## config.mk

```make
export PLATFORM = sky130hd
export DESIGN_NAME = multi_slot_dispense_controller
export DESIGN_NICKNAME = d
export VERILOG_FILES = /design/src/rtl/multi_slot_dispense_controller.sv
export SDC_FILE = /design/constraint.sdc
export NUM_CORES = 1
export LEC_CHECK = 0
export ABC_AREA = 1
export CAP_MARGIN = 40
export CORE_ASPECT_RATIO = 0.8
export CORE_MARGIN = 2
export CORE_UTILIZATION = 49
export CTS_BUF_LIST = sky130_fd_sc_hd__clkbuf_4 sky130_fd_sc_hd__clkbuf_8
export CTS_CLUSTER_DIAMETER = 200
export DETAILED_ROUTE_END_ITERATION = 7
export GPL_TIMING_DRIVEN = 0
export PLACE_DENSITY = 0.78
export SYNTH_ARGS = -nofsm -noshare
export SYNTH_HDL_FRONTEND = slang
export SYNTH_SLANG_ARGS = --single-unit
```

## constraint.sdc

```tcl
create_clock -name clk -period 1.8 [get_ports clk]
set_input_delay 0.18 -clock clk [delete_from_list [all_inputs] [get_ports clk]]
set_output_delay 0.18 -clock clk [all_outputs]
set_load 0.01 [all_outputs]
```

## src/rtl/multi_slot_dispense_controller.sv

```systemverilog
// Multi-slot vending dispense controller: reads slot stock from an external
// inventory RAM, drives the slot motor until the item leaves the sensor
// (with timed retries), then decrements stock and reports done or a fault.
module multi_slot_dispense_controller #(
  parameter int unsigned NUM_ITEMS     = 16,
  parameter int unsigned ITEM_W        = 4,
  parameter int unsigned ADDR_W        = 8,
  parameter int unsigned STOCK_W       = 16,
  parameter int unsigned DISPENSE_TIME = 50000000,
  parameter int unsigned MAX_RETRY     = 2
) (
  input  logic                 clk,
  input  logic                 rst,
  input  logic                 cmd_valid,
  output logic                 cmd_ready,
  input  logic [ITEM_W-1:0]    cmd_item,
  output logic [ADDR_W-1:0]    inv_addr,
  input  logic [STOCK_W-1:0]   inv_rd_data,
  output logic [STOCK_W-1:0]   inv_wr_data,
  output logic                 inv_we,
  input  logic [NUM_ITEMS-1:0] item_sensors,
  output logic [NUM_ITEMS-1:0] dispense_motors,
  output logic                 busy,
  output logic [ITEM_W-1:0]    current_item,
  output logic                 done,
  output logic                 err_valid,
  output logic [2:0]           err_code,
  output logic [15:0]          dispense_count
);

  localparam int unsigned TIMER_W = (DISPENSE_TIME > 1) ? $clog2(DISPENSE_TIME) : 1;
  localparam int unsigned RETRY_W = (MAX_RETRY > 0) ? $clog2(MAX_RETRY + 1) : 1;
  localparam int unsigned CNT_W   = 16;

  localparam logic [TIMER_W-1:0] TIMER_LAST  = TIMER_W'(DISPENSE_TIME - 1);
  localparam logic [RETRY_W-1:0] RETRY_LIMIT = RETRY_W'(MAX_RETRY);

  localparam logic [2:0] ERR_NONE         = 3'd0;
  localparam logic [2:0] ERR_OUT_OF_STOCK = 3'd1;
  localparam logic [2:0] ERR_NO_ITEM      = 3'd2;
  localparam logic [2:0] ERR_JAM          = 3'd3;
  localparam logic [2:0] ERR_BAD_ITEM     = 3'd4;

  typedef enum logic [2:0] {
    IDLE    = 3'd0,
    RD_WAIT = 3'd1,
    CHECK   = 3'd2,
    DRIVE   = 3'd3,
    UPDATE  = 3'd4,
    FAULT   = 3'd5
  } state_t;

  state_t               state_q, state_n;
  logic [TIMER_W-1:0]   timer_q, timer_n;
  logic [RETRY_W-1:0]   retry_q, retry_n;
  logic [STOCK_W-1:0]   stock_q, stock_n;

  logic [ITEM_W-1:0]    current_item_n;
  logic [ADDR_W-1:0]    inv_addr_n;
  logic [STOCK_W-1:0]   inv_wr_data_n;
  logic                 inv_we_n;
  logic [NUM_ITEMS-1:0] motors_n;
  logic                 cmd_ready_n;
  logic                 busy_n;
  logic                 done_n;
  logic                 err_valid_n;
  logic [2:0]           err_code_n;
  logic [CNT_W-1:0]     count_n;

  logic [NUM_ITEMS-1:0] item_onehot_c;
  logic                 item_present_c;
  logic                 cmd_item_bad_c;

  // One-hot slot select and sensor lookup for the latched item
  always_comb begin
    item_onehot_c  = NUM_ITEMS'(1) << current_item;
    item_present_c = |(item_sensors & item_onehot_c);
    cmd_item_bad_c = 32'(cmd_item) >= NUM_ITEMS;
  end

  // Next-state and next-output logic
  always_comb begin
    state_n        = state_q;
    timer_n        = timer_q;
    retry_n        = retry_q;
    stock_n        = stock_q;
    current_item_n = current_item;
    inv_addr_n     = inv_addr;
    inv_wr_data_n  = inv_wr_data;
    err_code_n     = err_code;
    count_n        = dispense_count;

    case (state_q)
      IDLE: begin
        if (cmd_valid && cmd_ready) begin
          current_item_n = cmd_item;
          inv_addr_n     = ADDR_W'(cmd_item);
          err_code_n     = ERR_NONE;
          timer_n        = '0;
          retry_n        = '0;
          if (cmd_item_bad_c) begin
            state_n    = FAULT;
            err_code_n = ERR_BAD_ITEM;
          end else begin
            state_n = RD_WAIT;
          end
        end
      end
      RD_WAIT: state_n = CHECK;
      CHECK: begin
        stock_n = inv_rd_data;
        if (inv_rd_data == '0) begin
          state_n    = FAULT;
          err_code_n = ERR_OUT_OF_STOCK;
        end else if (!item_present_c) begin
          state_n    = FAULT;
          err_code_n = ERR_NO_ITEM;
        end else begin
          state_n = DRIVE;
          timer_n = '0;
        end
      end
      DRIVE: begin
        // Item leaving the slot wins over a coincident timeout
        if (!item_present_c) begin
          state_n       = UPDATE;
          inv_addr_n    = ADDR_W'(current_item);
          inv_wr_data_n = stock_q - STOCK_W'(1);
          count_n       = dispense_count + CNT_W'(1);
        end else if (timer_q == TIMER_LAST) begin
          if (retry_q < RETRY_LIMIT) begin
            retry_n = retry_q + RETRY_W'(1);
            timer_n = '0;
          end else begin
            state_n    = FAULT;
            err_code_n = ERR_JAM;
          end
        end else begin
          timer_n = timer_q + TIMER_W'(1);
        end
      end
      UPDATE:  state_n = IDLE;
      FAULT:   state_n = IDLE;
      default: state_n = IDLE;
    endcase

    motors_n    = (state_n == DRIVE) ? item_onehot_c : '0;
    inv_we_n    = (state_n == UPDATE);
    done_n      = (state_n == UPDATE);
    err_valid_n = (state_n == FAULT);
    cmd_ready_n = (state_n == IDLE);
    busy_n      = (state_n != IDLE);
  end

  // State, counters and registered outputs
  always_ff @(posedge clk) begin
    if (rst) begin
      state_q         <= IDLE;
      timer_q         <= '0;
      retry_q         <= '0;
      stock_q         <= '0;
      current_item    <= '0;
      inv_addr        <= '0;
      inv_wr_data     <= '0;
      inv_we          <= 1'b0;
      dispense_motors <= '0;
      cmd_ready       <= 1'b1;
      busy            <= 1'b0;
      done            <= 1'b0;
      err_valid       <= 1'b0;
      err_code        <= ERR_NONE;
      dispense_count  <= '0;
    end else begin
      state_q         <= state_n;
      timer_q         <= timer_n;
      retry_q         <= retry_n;
      stock_q         <= stock_n;
      current_item    <= current_item_n;
      inv_addr        <= inv_addr_n;
      inv_wr_data     <= inv_wr_data_n;
      inv_we          <= inv_we_n;
      dispense_motors <= motors_n;
      cmd_ready       <= cmd_ready_n;
      busy            <= busy_n;
      done            <= done_n;
      err_valid       <= err_valid_n;
      err_code        <= err_code_n;
      dispense_count  <= count_n;
    end
  end

endmodule

```

Word level (Yosys, flattened, before mapping)
Index checks and enable logic that the tools add are counted.
- output and inout bits: 68
- word-level logic and storage cells: 84
- bits of input ports: 39
- register bits after elaboration: 114
- reduce and logical (&&, ||, !) cells: 15
- order comparisons: 1
- muxes and demuxes: 29
- shift-type cells: 1
- equality and inequality tests: 17
- add/sub/neg operators: 4
- bitwise logic cells: 3
- operator list (operator ; count):
    $mux W26 ; 6
    $pmux W26 S3 ; 1
    $mux W3 ; 12
    $add A26 B1 Y26 const B ; 1
    $eq A26 B26 Y1 const B ; 1
    $add A16 B1 Y16 const B ; 1
    $and A16 B16 Y16 ; 1
    $logic_not A16 Y1 ; 1
    $mux W8 ; 2
    $ne A2 B2 Y1 const B ; 8
    $pmux W8 S2 ; 1
    $reduce_or A16 Y1 ; 1
    $shl A1 B4 Y16 const A ; 1
    $sub A16 B1 Y16 const B ; 1
    $pmux W3 S4 ; 1
    $reduce_and A6 Y1 ; 2
    $eq A3 B2 Y1 const B ; 3
    $pmux W3 S3 ; 1
    $mux W2 ; 4
    $eq A3 B3 Y1 const B ; 2
    $logic_not A3 Y1 ; 2
    $ne A3 B3 Y1 const B ; 2
    $reduce_bool A3 Y1 ; 2
    $reduce_and A5 Y1 ; 1
    other kinds (10) ; 12

Depth between registers and ports, before layout
Gate-level depths: netlist of run 1.
- depth in word-level cells: 9
- gate-level depth with buffers: 14
- mapped depth without buffers: 14

Worst setup path after synthesis of run 1
OpenSTA, ideal clock, no wires.
- path kind: reg-to-reg
- start: reg timer_q[0]
- end: reg timer_q[22]
- period minus slack after synthesis: 1855 ps
- arrival: 1739 ps
- stages on the path, launching flop included: 11
- path buffers: 0
- slack: -55 ps
- required time: 1684 ps
- library setup time: 116 ps
- cells stage by stage: dfxtp_1 > ha_1 > nand2_1 > nor2_2 > nand2_1 > nor3_1 > nand2_1 > xor2_1 > nor2_1 > o21ai_0 > nor2_1
- cells in the longest elaborated chain, start to end: 4
- elaborated cells on any way between the ends: 7
- classes of those cells: 1 x add/sub; 2 x eq/ne; 3 x mux; 1 x reduce/logical
- ends and longest elaborated chain (what ; line ; text):
    start: declaration ; 54 ; logic [TIMER_W-1:0] timer_q, timer_n;
    start signal: assignment ; 175 ; timer_q <= timer_n;
    $add A26 B1 Y26 / $eq A26 B26 Y1 (equally long branches) ; 139, 130 ;
    $mux W26 ; 130 ; end else if (timer_q == TIMER_LAST) begin
    $mux W26 ; 125 ; if (!item_present_c) begin
    $pmux W26 S3 ; 93 ; case (state_q)
Several ways; a longest one is shown, not always the timed one. The select of a mux whose other input is x is not followed.
A chain may end at the register's enable or synchronous reset.

Worst setup path in the final report of run 1
- start: reg timer_q[11]
- end: reg timer_q[18]
Same word-level chain as after synthesis.

==> metrics, run 1 <==
Leakage 0.00351 uW; failing checks setup timing; Critical Path RT 2.13 ns; cell count after synthesis 860; minimum clock period 1.99 ns; Initial Util 50.0%; combinational share of power 48.5%; die area 12,600 sq um; drt pass-1 iters 5; Synth Flop Type dfxtp_1; Arr. time, crit path 2.32 ns; Post-synth EDFFs 0; Final GP Congestion 0.954; sequential fraction of design power 34.1%; Vias 6,927; final WL 21,100 um; CTS root buffer clkbuf_8; FF/Latch Area 2230 sq um; min-delay worst type input pin to flop; power per cell area 988 nW/um^2; crit path max fanout 4; reg-to-reg setup timing slack -0.19 ns; most frequent cells in the layout nand2_1 (120), nor2_1 (112), clkdlybuf4s50_1 (101); hold violation count in the final report 0; first-pass GRT wire length 29,800 um; fin util 77.2%; Internal 5040 uW; peak supply drop 0.000682 V; Core Region 11,500 sq um; fillcell total 767; non-filler cells, final 1,203; # nets final 1,092; Clk pwr share 17.4%; chip height 101 um; flops & latches, synth 109; yosys warns 0; commonest non-fill, non-tap cell in the layout nand2_1; Max Cap Viol 0; Psw 3720 uW; Seq/Total Area, Yosys 38.1%; H-tree lvl count 3; Num CTS Buffers 9; synthesized area 5730 sq um; Critical R2R Launch timer_q[11]; crit share post-route 110%; vias in the first global route 5,962; Post-Route Skew 0.0150 ns; die width 125 um; Multi-input gate area 3880 sq um; HPWL after DPL 12,900 um; IO Pins 107; Clock Sinks 109; maximum clock rate 503 MHz; hold path start inv_rd_data[3]; Final Setup Violations 78; critical path class flop to flop; Placed Cells 1,113; DRT antenna net count 0; status complete, but fails checks; Detailed Route Iter0 Violations 730; worst setup margin -0.187 ns; Clock transition at path regs 0.12 ns; area grow syn2layout 54.6%; Setup TNS -7.80 ns; Vias/cell 5.76; Worst slew margin 42.8%; CP Capture Type flop; Final Max Tran Viols 0; clk_lat worst skew 0.40 ns; Post-synth ARST share 0%; switch share 42.5%; Worst-Margin Slew 0.859 ns; # port buffers 101; num rows 35; pin count of the biggest net entering global routing 22; Syn Area/Cell 6.66 sq um; Global Route Usage Sum 29.5%; Startpoint Class flop; grt ovf 0; unrepaired setup endpoints after global routing yes; CP Launch Point timer_q[11]; post-place setup slack -0.642 ns; DR WL/cell 17.5 um; Unique masters post-synth 36; antenna cells 0; Clock Tree Buf Depth 2; share of layout cells above drive strength 1 31.4%; antenna violations before repair 0; CTS tree yes; DRC Markers 0
==> per-layer routing <==
metal	wire (um)	global-route usage [%]	part of all wire, %
met2	9330	46.2	44
met5	0	0	0
met3	2270	7.32	11
met1	8890	40.8	42
met4	604	8.46	2.9
==> cells in the mapped netlist, types with 3 or more instances <==
| cell | n | share of area (%) |
|---|---|---|
| nor2_2 | 6 | 0.65 |
| nand4_1 | 26 | 2.8 |
| or2_2 | 3 | 0.33 |
| ha_1 | 3 | 0.65 |
| inv_2 | 6 | 0.39 |
| a21oi_1 | 72 | 6.3 |
| inv_1 | 71 | 4.6 |
| o21ai_0 | 48 | 4.2 |
| nor3_1 | 32 | 2.8 |
| buf_2 | 7 | 0.61 |
| xnor2_1 | 11 | 1.7 |
| buf_4 | 10 | 1.3 |
| dfxtp_1 | 109 | 38 |
| buf_6 | 3 | 0.59 |
| xor2_1 | 19 | 2.9 |
| nor2_1 | 142 | 9.3 |
| clkbuf_1 | 19 | 1.2 |
| nand3_1 | 74 | 6.5 |
| nand2_1 | 167 | 11 |
| nor4_1 | 4 | 0.44 |
| o21ai_1 | 8 | 0.70 |
==> worst paths after layout <==
kind / to / cells after the start
worst min register to register: inv_wr_data[11] / 2
worst max register to register: timer_q[18] / 10
worst max-delay path: timer_q[18] / 10
worst min-delay path: stock_q[3] / 3
==> power by group through the flow <==
stage	Clock [uW]	Combinational [uW]	Sequential (uW)
5_1_grt	1630	4520	3010
2_1_floorplan	0	1840	2960
6_report	1530	4250	2980
3_3_place_gp	0	2700	2970
3_5_place_dp	0	2740	2980
4_1_cts	1530	3390	2950
==> critical path: stages, from the launching register on <==
cell and delay, ns:
dfxtp_1 0.46, nand2_1 0.13, nor2_1 0.37, nand2_1 0.14
nor2_1 0.17, nand2_1 0.08, nand2_1 0.06, nand2_1 0.06
nor2_1 0.15, nand3_1 0.15, a21oi_2 0.16
==> cells by family (layout without fill, tap and decap cells) <==
| logic type | Yosys count | in the layout | synth area share [%] |
|---|---|---|---|
| AO/OA/AOI/OAI | 130 | 130 | 11.6 |
| XOR/XNOR | 30 | 30 | 4.58 |
| adder cells (fa/ha/maj) | 3 | 3 | 0.655 |
| buffers and inverters | 118 | 308 | 8.93 |
| flip-flops | 109 | 109 | 38.1 |
| other | 1 | 5 | 0.0654 |
| AND/OR/NAND/NOR | 469 | 470 | 36.1 |
==> state kept, by name, indices dropped and copies added (netlist names), 2 cells and up <==
register	count
retry_q	2
stock_q	16
dispense_count	16
inv_addr	4
err_code	2
timer_q	26
state_q	3
inv_wr_data	16
current_item	4
dispense_motors	16
==> stage by stage <==
step / area [sq um] / power (uW) / hold slack, ns
3_5_place_dp: 6960 / 5710 / 0.464
3_3_place_gp: 6960 / 5670 / 0.452
5_1_grt: 8860 / 9160 / 0.356
4_1_cts: 7850 / 7870 / 0.328
2_1_floorplan: 5760 / 4800 / 0.315
6_report: 8860 / 8760 / 0.328
==> timing repair <==
item                                    4_1_cts  5_1_grt
buffers inserted                             49       23
cloned                                        3        5
pin swaps                                    33       49
hold buffers                                  0        0
endpoints found under the setup margin       89       89
resized for setup                            97      219
==> area by class of cell <==
type	instances	area share, %
Multi-Input combinational cell	638	43.8
Sequential cell	109	25.2
Timing Repair Buffer	176	19.6
Inverter	78	3.68
Buffer	38	3.46
Tap cell	148	2.09
Clock buffer	9	1.40
Clock inverter	7	0.833
(Power assumes the default switching activity.)
==> run 2: changes to the inputs <==
CTS_CLUSTER_SIZE = 25   (was unset)
==> results of run 2 <==
The final DEF is identical to that of run 1; final timing and power are the same.
==> run 3: changes to the inputs <==
PLACE_DENSITY = 0.81   (was 0.78)
==> run 3 against run 2 <==
Compared with the run above:
- the run still ends with setup timing left
- sequential share of layout area grew 0.99 points
- global-route usage shrank 0.31 points
- count of clock-buffer cells in the layout grew 1
- register-to-register slack is essentially flat
- final cell count shrank 1.2%
- via count shrank 2.7%
- first-iteration DRC count shrank 4.2%
- largest power group unchanged
==> metrics, run 3 (same netlist as run 1, synthesis figures left out) <==
critical path class flop to flop (unchanged); hold path start inv_rd_data[1] (was inv_rd_data[3]); Final GP Congestion 0.977 (was 0.954); reg-to-reg setup timing slack -0.18 ns (was -0.19 ns); Detailed Route Iter0 Violations 699 (was 730); switch share 40.3% (was 42.5%); Startpoint Class flop (unchanged); CTS tree yes (unchanged); failing checks setup timing (unchanged); combinational share of power 47.6% (was 48.5%); Worst-Margin Slew 0.739 ns (was 0.859 ns); Num CTS Buffers 9 (unchanged); first-pass GRT wire length 29,600 um (was 29,800 um); status complete, but fails checks (unchanged); sequential fraction of design power 34.1% (about the same); num rows 35 (unchanged); Critical R2R Launch state_q[1] (was timer_q[11]); max reg flops 26 (unchanged); # hold bufs at CTS 0 (unchanged); drt pass-1 iters 6 (was 5); vias in the first global route 5,911 (was 5,962); antenna violations before repair 0 (unchanged); crit share post-route 110% (about the same); DRC Markers 0 (unchanged); CTS root buffer clkbuf_8 (unchanged); final WL 20,000 um (was 21,100 um); fin util 74.3% (was 77.2%); Arr. time, crit path 2.22 ns (was 2.32 ns); share of layout cells above drive strength 1 26.1% (was 31.4%); CP Capture Type flop (unchanged); grt ovf 0 (unchanged); minimum clock period 1.98 ns (was 1.99 ns); Clock transition at path regs 0.11 ns (was 0.12 ns); Worst Reg-to-Reg Cells 11 (was 10); Max Cap Viol 0 (unchanged); power per cell area 1030 nW/um^2 (was 988 nW/um^2); Worst Hold Depth 3 (unchanged); Final Max Tran Viols 0 (unchanged); # nets final 1,078 (was 1,092); H-tree lvl count 3 (unchanged); Initial Util 50.0% (unchanged); Clock Sinks 109 (unchanged); Leakage 0.00334 uW (was 0.00351 uW); Placed Cells 1,113 (unchanged); Worst slew margin 50.7% (was 42.8%); HPWL after DPL 12,600 um (was 12,900 um); Critical Path RT 2.04 ns (was 2.13 ns); Clock Tree Buf Depth 2 (unchanged); Hold EP stock_q[1] (was stock_q[3]); pin count of the biggest net entering global routing 20 (was 22); worst setup margin -0.181 ns (was -0.187 ns); # port buffers 101 (unchanged); commonest non-fill, non-tap cell in the layout nand2_1 (unchanged); Global Route Usage Sum 29.2% (was 29.5%); Internal 5240 uW (was 5040 uW); Final Setup Violations 80 (was 78); area grow syn2layout 48.8% (was 54.6%); non-filler cells, final 1,189 (was 1,203); chip height 101 um (unchanged); die area 12,600 sq um (unchanged); min-delay worst type input pin to flop (unchanged); peak supply drop 0.000883 V (was 0.000682 V); crit path max fanout 5 (was 4); Clk pwr share 18.3% (was 17.4%); Psw 3540 uW (was 3720 uW); maximum clock rate 505 MHz (was 503 MHz); Vias 6,741 (was 6,927); Vias/cell 5.67 (was 5.76); die width 125 um (unchanged); unrepaired setup endpoints after global routing yes (unchanged); antenna cells 0 (unchanged); DRT antenna net count 0 (unchanged); IO Pins 107 (unchanged); Biggest register timer_q (unchanged); hold violation count in the final report 0 (unchanged); Worst R2R End timer_q[2] (was timer_q[18]); clk_lat worst skew 0.38 ns (was 0.40 ns); Core Region 11,500 sq um (unchanged); Post-Route Skew 0.0111 ns (was 0.0150 ns); most frequent cells in the layout nand2_1 (132), nor2_1 (122), clkdlybuf4s50_1 (101) (was nand2_1 (120), nor2_1 (112), clkdlybuf4s50_1 (101)); DR WL/cell 16.8 um (was 17.5 um)
run 3: changes by cell type in the layout (fill, tap and decap cells not counted), sizes merged:
| cell | change |
|---|---|
| buf | -13 |
| clkinvlp | -2 |
| bufinv | +1 |
| clkbuf | +1 |
| nand2 | -1 |
run 3: area by class of cell:
class | count | area (sq um)
multi-input cells | 637 | 3640
fillers | 857 | 2950
flip-flops and latches | 109 | 2230
repair buffers | 163 | 1640
inverters | 78 | 319
plain buffers | 38 | 305
well taps | 148 | 185
clock buffers | 10 | 131
clock inverters | 6 | 78.8
run 3: worst max path at each step:
stage                                      to             from  slack [ns]  cells after the start
after global routing      dispense_motors[10]  current_item[1]       -0.29                     12
after floorplan           dispense_motors[13]  current_item[2]       0.002                     13
after detailed placement           timer_q[0]  inv_rd_data[14]       -0.62                      9
after global placement             timer_q[0]  inv_rd_data[14]       -0.61                      9
after CTS                          timer_q[2]  current_item[2]       -0.07                     12
final                              timer_q[2]       state_q[1]       -0.18                     11
run 3: power by group through the flow:
stage / clock network, uW / registers [uW] / logic (uW)
floorplan: 0 / 2960 / 1840
global placement: 0 / 2980 / 2690
detailed placement: 0 / 2980 / 2710
CTS: 1610 / 2960 / 3710
global route: 1690 / 3020 / 4410
finish: 1610 / 2990 / 4180
run 3: through the flow:
stage	TNS, ns	power (uW)	area, sq um	hold WS [ns]	setup WS (ns)
after global placement	-28.71	5660	6960	0.458	-0.608
final	-8.40	8780	8530	0.348	-0.181
after CTS	-1.70	8270	7930	0.342	-0.0680
after global routing	-17.41	9130	8530	0.363	-0.289
after detailed placement	-29.72	5690	6960	0.464	-0.620
after floorplan	0	4800	5760	0.315	0.00229
run 3: layer usage:
layer | vias to the layer above | track usage [%] | wire length (um)
met2 | 455 | 45.7 | 8720
met4 | 0 | 8.89 | 515
met3 | 66 | 6.74 | 2340
met1 | 3058 | 40.5 | 8420
li1 | 3162 | - | -
met5 | - | 0 | 0
run 3: worst max-delay path, cell delays in order, from the launching register on:
cell     delay [ns]
dfxtp_1        0.39
inv_1          0.11
nand2_1        0.13
a21oi_1        0.05
inv_1          0.17
o21ai_0        0.22
nor2_4         0.25
nand2_4        0.12
buf_12         0.15
buf_8          0.14
nand2_1        0.06
a21oi_1        0.06
run 3: repair_timing:
action | 4_1_cts | 5_1_grt
setup buffers | 39 | 19
pin swaps | 27 | 40
resized for setup | 132 | 117
gates cloned | 3 | 4
endpoints found under the setup margin | 89 | 89
endpoints found under the hold margin | 0 | 0
